**config.mk**
```make
export PLATFORM = sky130hd
export DESIGN_NAME = disp_scan_controller
export DESIGN_NICKNAME = d
export VERILOG_FILES = /design/src/rtl/disp_pkg.sv /design/src/rtl/disp_interval_timer.sv /design/src/rtl/disp_scan_controller.sv
export SDC_FILE = /design/constraint.sdc
export NUM_CORES = 1
export LEC_CHECK = 0
export CAP_MARGIN = 0
export CORE_ASPECT_RATIO = 1.2
export CORE_UTILIZATION = 44
export DETAILED_ROUTE_END_ITERATION = 8
export PLACE_DENSITY = 0.74
export SLEW_MARGIN = 15
export SYNTH_ARGS = -nofsm -noshare
export SYNTH_HDL_FRONTEND = slang
export SYNTH_SLANG_ARGS = --single-unit
```
**constraint.sdc**
```tcl
create_clock -name clk -period 2.8 [get_ports clk]
set_clock_uncertainty 0.1 [all_clocks]
set_input_delay 0.7 -clock clk [delete_from_list [all_inputs] [get_ports clk]]
set_output_delay 0.7 -clock clk [all_outputs]
set_load 0.005 [all_outputs]
```
**src/rtl/disp_pkg.sv**
```systemverilog
// Shared constants and state encoding for the seven-segment scan controller.
// Optional build macro LZ_BLANK_EN is consumed by disp_scan_controller.
package disp_pkg;

  localparam int NUM_DIGITS = 8;
  localparam int NIBBLE_W   = 4;
  localparam int SEL_W      = 3;
  localparam int WORD_W     = NUM_DIGITS * NIBBLE_W;

  typedef enum logic {
    ST_BLANK = 1'b0,
    ST_DRIVE = 1'b1
  } disp_state_t;

  localparam logic [NUM_DIGITS-1:0] ANODE_OFF = 8'hFF;

  // Active-low one-cold anode pattern for the selected digit.
  function automatic logic [NUM_DIGITS-1:0] anode_for(input logic [SEL_W-1:0] s);
    return ~(NUM_DIGITS'(1) << s);
  endfunction

endpackage

```
**src/rtl/disp_interval_timer.sv**
```systemverilog
// Terminal-count interval counter: counts 0..limit, pulses done on the last
// count and wraps to 0 so the next interval starts cleanly.
module disp_interval_timer
  import disp_pkg::*;
#(
  parameter int CNT_W = 17
) (
  input  logic             clk,
  input  logic             reset,
  input  logic [CNT_W-1:0] limit,
  output logic             done
);

  logic [CNT_W-1:0] cnt_reg;
  logic [CNT_W-1:0] cnt_next;

  assign done = (cnt_reg == limit);

  always_comb begin
    cnt_next = cnt_reg + CNT_W'(1);
    if (done) begin
      cnt_next = '0;
    end
  end

  always_ff @(posedge clk or posedge reset) begin
    if (reset) begin
      cnt_reg <= '0;
    end else begin
      cnt_reg <= cnt_next;
    end
  end

endmodule

```
**src/rtl/disp_scan_controller.sv**
```systemverilog
// 8-digit seven-segment scan controller with inter-digit blanking and a
// frame-synchronous double buffer. Define LZ_BLANK_EN for leading-zero blanking.
module disp_scan_controller
  import disp_pkg::*;
#(
  parameter int REFRESH_DIV  = 100000,
  parameter int BLANK_CYCLES = 16,
  parameter int CNT_W        = 17
) (
  input  logic                  clk,
  input  logic                  reset,
  input  logic [WORD_W-1:0]     data_in,
  input  logic                  data_load,
  input  logic [NUM_DIGITS-1:0] dig_en,
  output logic [SEL_W-1:0]      sel,
  output logic [WORD_W-1:0]     d_out,
  output logic [NUM_DIGITS-1:0] anode,
  output logic                  pending,
  output logic                  frame_done
);

  localparam logic [CNT_W-1:0] DRIVE_LIMIT = CNT_W'(REFRESH_DIV - 1);
  localparam logic [CNT_W-1:0] BLANK_LIMIT = CNT_W'(BLANK_CYCLES - 1);
  localparam logic [SEL_W-1:0] LAST_SEL    = SEL_W'(NUM_DIGITS - 1);

  disp_state_t           state_reg, state_next;
  logic [SEL_W-1:0]      sel_reg, sel_next;
  logic [WORD_W-1:0]     d_out_reg;
  logic [WORD_W-1:0]     pend_reg;
  logic                  pending_reg;
  logic                  frame_done_reg;
  logic                  swap;
  logic                  tmr_done;
  logic [CNT_W-1:0]      tmr_limit;
  logic [NUM_DIGITS-1:0] lz_ok;
  logic                  digit_on;

  assign tmr_limit = (state_reg == ST_DRIVE) ? DRIVE_LIMIT : BLANK_LIMIT;

  disp_interval_timer #(
    .CNT_W (CNT_W)
  ) u_timer (
    .clk   (clk),
    .reset (reset),
    .limit (tmr_limit),
    .done  (tmr_done)
  );

  // Digit k is suppressed while nibbles 7..k of the displayed word are all zero.
`ifdef LZ_BLANK_EN
  for (genvar gi = 0; gi < NUM_DIGITS; gi++) begin : g_lz
    if (gi == 0) begin : g_first
      assign lz_ok[gi] = 1'b1;
    end else begin : g_upper
      assign lz_ok[gi] = |d_out_reg[WORD_W-1:gi*NIBBLE_W];
    end
  end
`else
  assign lz_ok = '1;
`endif

  assign digit_on = dig_en[sel_reg] & lz_ok[sel_reg];

  always_comb begin
    state_next = state_reg;
    sel_next   = sel_reg;
    swap       = 1'b0;
    anode      = ANODE_OFF;
    case (state_reg)
      ST_BLANK: begin
        if (tmr_done) begin
          state_next = ST_DRIVE;
        end
      end
      ST_DRIVE: begin
        if (digit_on) begin
          anode = anode_for(sel_reg);
        end
        if (tmr_done) begin
          state_next = ST_BLANK;
          sel_next   = sel_reg + SEL_W'(1);
          swap       = (sel_reg == LAST_SEL);
        end
      end
      default: begin
        state_next = ST_BLANK;
      end
    endcase
  end

  always_ff @(posedge clk or posedge reset) begin
    if (reset) begin
      state_reg <= ST_BLANK;
      sel_reg   <= '0;
    end else begin
      state_reg <= state_next;
      sel_reg   <= sel_next;
    end
  end

  // Swap consumes the old pending word; a simultaneous load refills the buffer.
  always_ff @(posedge clk or posedge reset) begin
    if (reset) begin
      d_out_reg      <= '0;
      pend_reg       <= '0;
      pending_reg    <= 1'b0;
      frame_done_reg <= 1'b0;
    end else begin
      frame_done_reg <= swap;
      if (swap && pending_reg) begin
        d_out_reg <= pend_reg;
      end
      if (data_load) begin
        pend_reg    <= data_in;
        pending_reg <= 1'b1;
      end else if (swap) begin
        pending_reg <= 1'b0;
      end
    end
  end

  assign sel        = sel_reg;
  assign d_out      = d_out_reg;
  assign pending    = pending_reg;
  assign frame_done = frame_done_reg;

endmodule

```
==> impl_metrics.json <==
{
  "endpoint_kind": "primary output",
  "start_kind": "flip-flop",
  "wl_um": 6650,
  "finalMaxSlewViolations": 0,
  "layout_setup_ws_ns": 0.211,
  "setup_viol": 0,
  "path_cells": "mux4_2 -> and2_4 -> o211ai_1 -> buf_2",
  "dr.pass1.iters": 6,
  "post-place-ws_ns": -0.507,
  "synth_area_um2": 3610,
  "yosysTopAreaCellShare_pct": 60.3,
  "ioPinCount": 88,
  "syn-num-nets": 305,
  "powerDensity_nw_per_um2": 489,
  "relSlewSlack_pct": 69.3,
  "combPwrFrac_pct": 6.5,
  "cts_setup_buffers": 0,
  "whs_ns": 0.394,
  "internal-power_mw": 1.84,
  "grt_start_max_net_pins": 88,
  "tightest_slew_ns": 0.461,
  "crit_required_ns": 2.00,
  "cap_violations": 0,
  "drive_gt1_share_pct": 27.4,
  "mostFrequentLayoutCells": "dfrtp_1 (87), clkdlybuf4s50_1 (71), mux2_2 (62)",
  "timing.fmax_mhz": 386,
  "ir_drop_v": 0.000424,
  "antenna_left": 0,
  "antenna_found_initial": 0,
  "p_clk_share_pct": 37.0,
  "yosysSeqAreaShare_pct": 60.3,
  "fin_crit_ns": 2.59,
  "crit_arrival_ns": 1.79,
  "antenna_cells": 0,
  "grt.overflow.total": 0,
  "path_delay_family": "multiplexers",
  "synthToLayoutAreaGrowth_pct": 32.8,
  "drt_iter0_drc": 89,
  "yosysUniqueCellTypes": 29,
  "core-area_um2": 7790,
  "ys_warn_count": 0,
  "grt_use_total_pct": 16.9,
  "syn_area_per_cell_um2": 14.2,
  "final.fill_count": 635,
  "cp_slowest_cell": "mux4_2",
  "io_buffers": 87,
  "num_vias": 2307,
  "hpwl_um": 4560,
  "fin_crit_sh_pct": 92.5,
  "routedWlPerCell_um": 14.9,
  "finalHoldViolations": 0,
  "clockRootBuffer": "clkbuf_8",
  "syn_inst": 254,
  "dieArea_um2": 8580,
  "nets": 400,
  "final_common_cell": "dfrtp_1",
  "first_global_vias": 2431,
  "cp_num_buf_inv": 1,
  "multi_input_area_um2": 1360,
  "cts_tree": "built",
  "synthTopCellsByArea": "dfrtp_1 (60%), mux2_2 (19%), ha_1 (2.8%), xor2_1 (2.7%), nand3_1 (1.4%)",
  "yosys.area.top_type": "dfrtp_1",
  "ys_ff_latch": 87,
  "crit_type": "reg2out",
  "p_sw_share_pct": 21.7,
  "gp_congestion": 0.760,
  "max-clock-path-buffers": 2,
  "insertion_delay_ns": 0.34,
  "start_util_pct": 46.3,
  "instances_no_fill": 446,
  "cts.htree.levels": 3,
  "cts-buffers-inserted": 9,
  "clk_pin_slew_worst_paths_ns": 0.08,
  "rows": 35,
  "cp_max_fo": 5,
  "p_seq_share_pct": 56.4,
  "regArea_um2": 2180,
  "drc": 0,
  "rsz0062_at_grt": "false",
  "max_stage_delay_ns": 0.53,
  "p_leak_nw": 2.22,
  "p_sw_mw": 0.508,
  "place.detailed.instances": 430,
  "tns_ns": 0,
  "viasPerCell": 5.17,
  "design_power_total_mw": 2.34,
  "numClockSinks": 87,
  "die_h_um": 101,
  "status": "finished clean",
  "die_x_um": 84.7,
  "hold_class": "reg2reg",
  "grt_pass1_wl_um": 11300
}
## timing repair
item | CTS | global route
endpoints found under the setup margin | 8 | 2
hold buffers | 0 | 0
pin swaps | 2 | 1
resized for setup | 34 | 8
## synthesized netlist by cell type, drive strengths merged
cell type and n:
or3 4, o21bai 2, mux2 64, mux2i 1, buf 4, nor4 3, o21ai 3, nor2 11
clkbuf 5, nor2b 2, a2bb2oi 1, nand3 10, mux4 2, nand2 5, and4 1, o211ai 1
ha 8, dfrtp 87, nand4 6, xnor2 4, nor3 4, inv 6, a21oi 2, xor2 11
and3 5, and2 2
## per-stage QoR
stage,utilization [%],cell area [um2]
floorplan,-,3620
global route,61.6,4800
global placement,59.2,4610
finish,61.6,4800
detailed placement,59.2,4610
CTS,61.3,4780
## kinds of logic after synthesis
group	count (synthesis)	synth area share, %
AO/OA/AOI/OAI	9	1.56
XOR/XNOR	15	3.64
adder cells (fa/ha/maj)	8	2.77
buffers and inverters	15	2.22
flip-flops	87	60.3
multiplexers	67	21.5
AND/OR/NAND/NOR	53	8.07
## final cells by class
class                           count  share of cell area (%)
Sequential cell                    87                    45.4
Multi-Input combinational cell    152                    28.3
Timing Repair Buffer               93                    19.2
Clock buffer                       11                    2.95
Tap cell                           92                    2.40
Clock inverter                      5                    1.20
Inverter                            6                   0.548
## power by group through the flow
stage	combinational, mW	sequential (mW)	clock, mW
floorplan	0.0786	1.34	0
global placement	0.156	1.34	0
detailed placement	0.159	1.35	0
CTS	0.159	1.32	0.902
global route	0.169	1.33	0.948
finish	0.154	1.32	0.868
## layer usage
layer / routed length [um] / up-vias / share of wire [%] / global-route usage (%)
met4: 77 / 0 / 1.2 / 6.26
met5: 0 / - / 0 / 0
li1: - / 1082 / - / -
met2: 3250 / 52 / 49 / 27.2
met3: 442 / 6 / 6.7 / 5.95
met1: 2880 / 1167 / 43 / 21.2
## path summary, 6_finish.rpt
kind | endpoint | slack, ns | depth (start not counted) | from
max | anode[3] | 0.21 | 4 | sel[0]$_DFFE_PP0P_
min | d_out[25]$_DFFE_PP0P_ | 0.39 | 1 | d_out[25]$_DFFE_PP0P_
max reg2reg | d_out[16]$_DFFE_PP0P_ | 0.50 | 6 | u_timer.cnt_reg[0]$_DFF_PP0_
min reg2reg | d_out[25]$_DFFE_PP0P_ | 0.39 | 1 | d_out[25]$_DFFE_PP0P_
max in group asynchronous | u_timer.cnt_reg[10]$_DFF_PP0_ | 1.51 | 3 | reset
min in group asynchronous | d_out[9]$_DFFE_PP0P_ | 0.72 | 3 | reset
(Power assumes the default switching activity.)
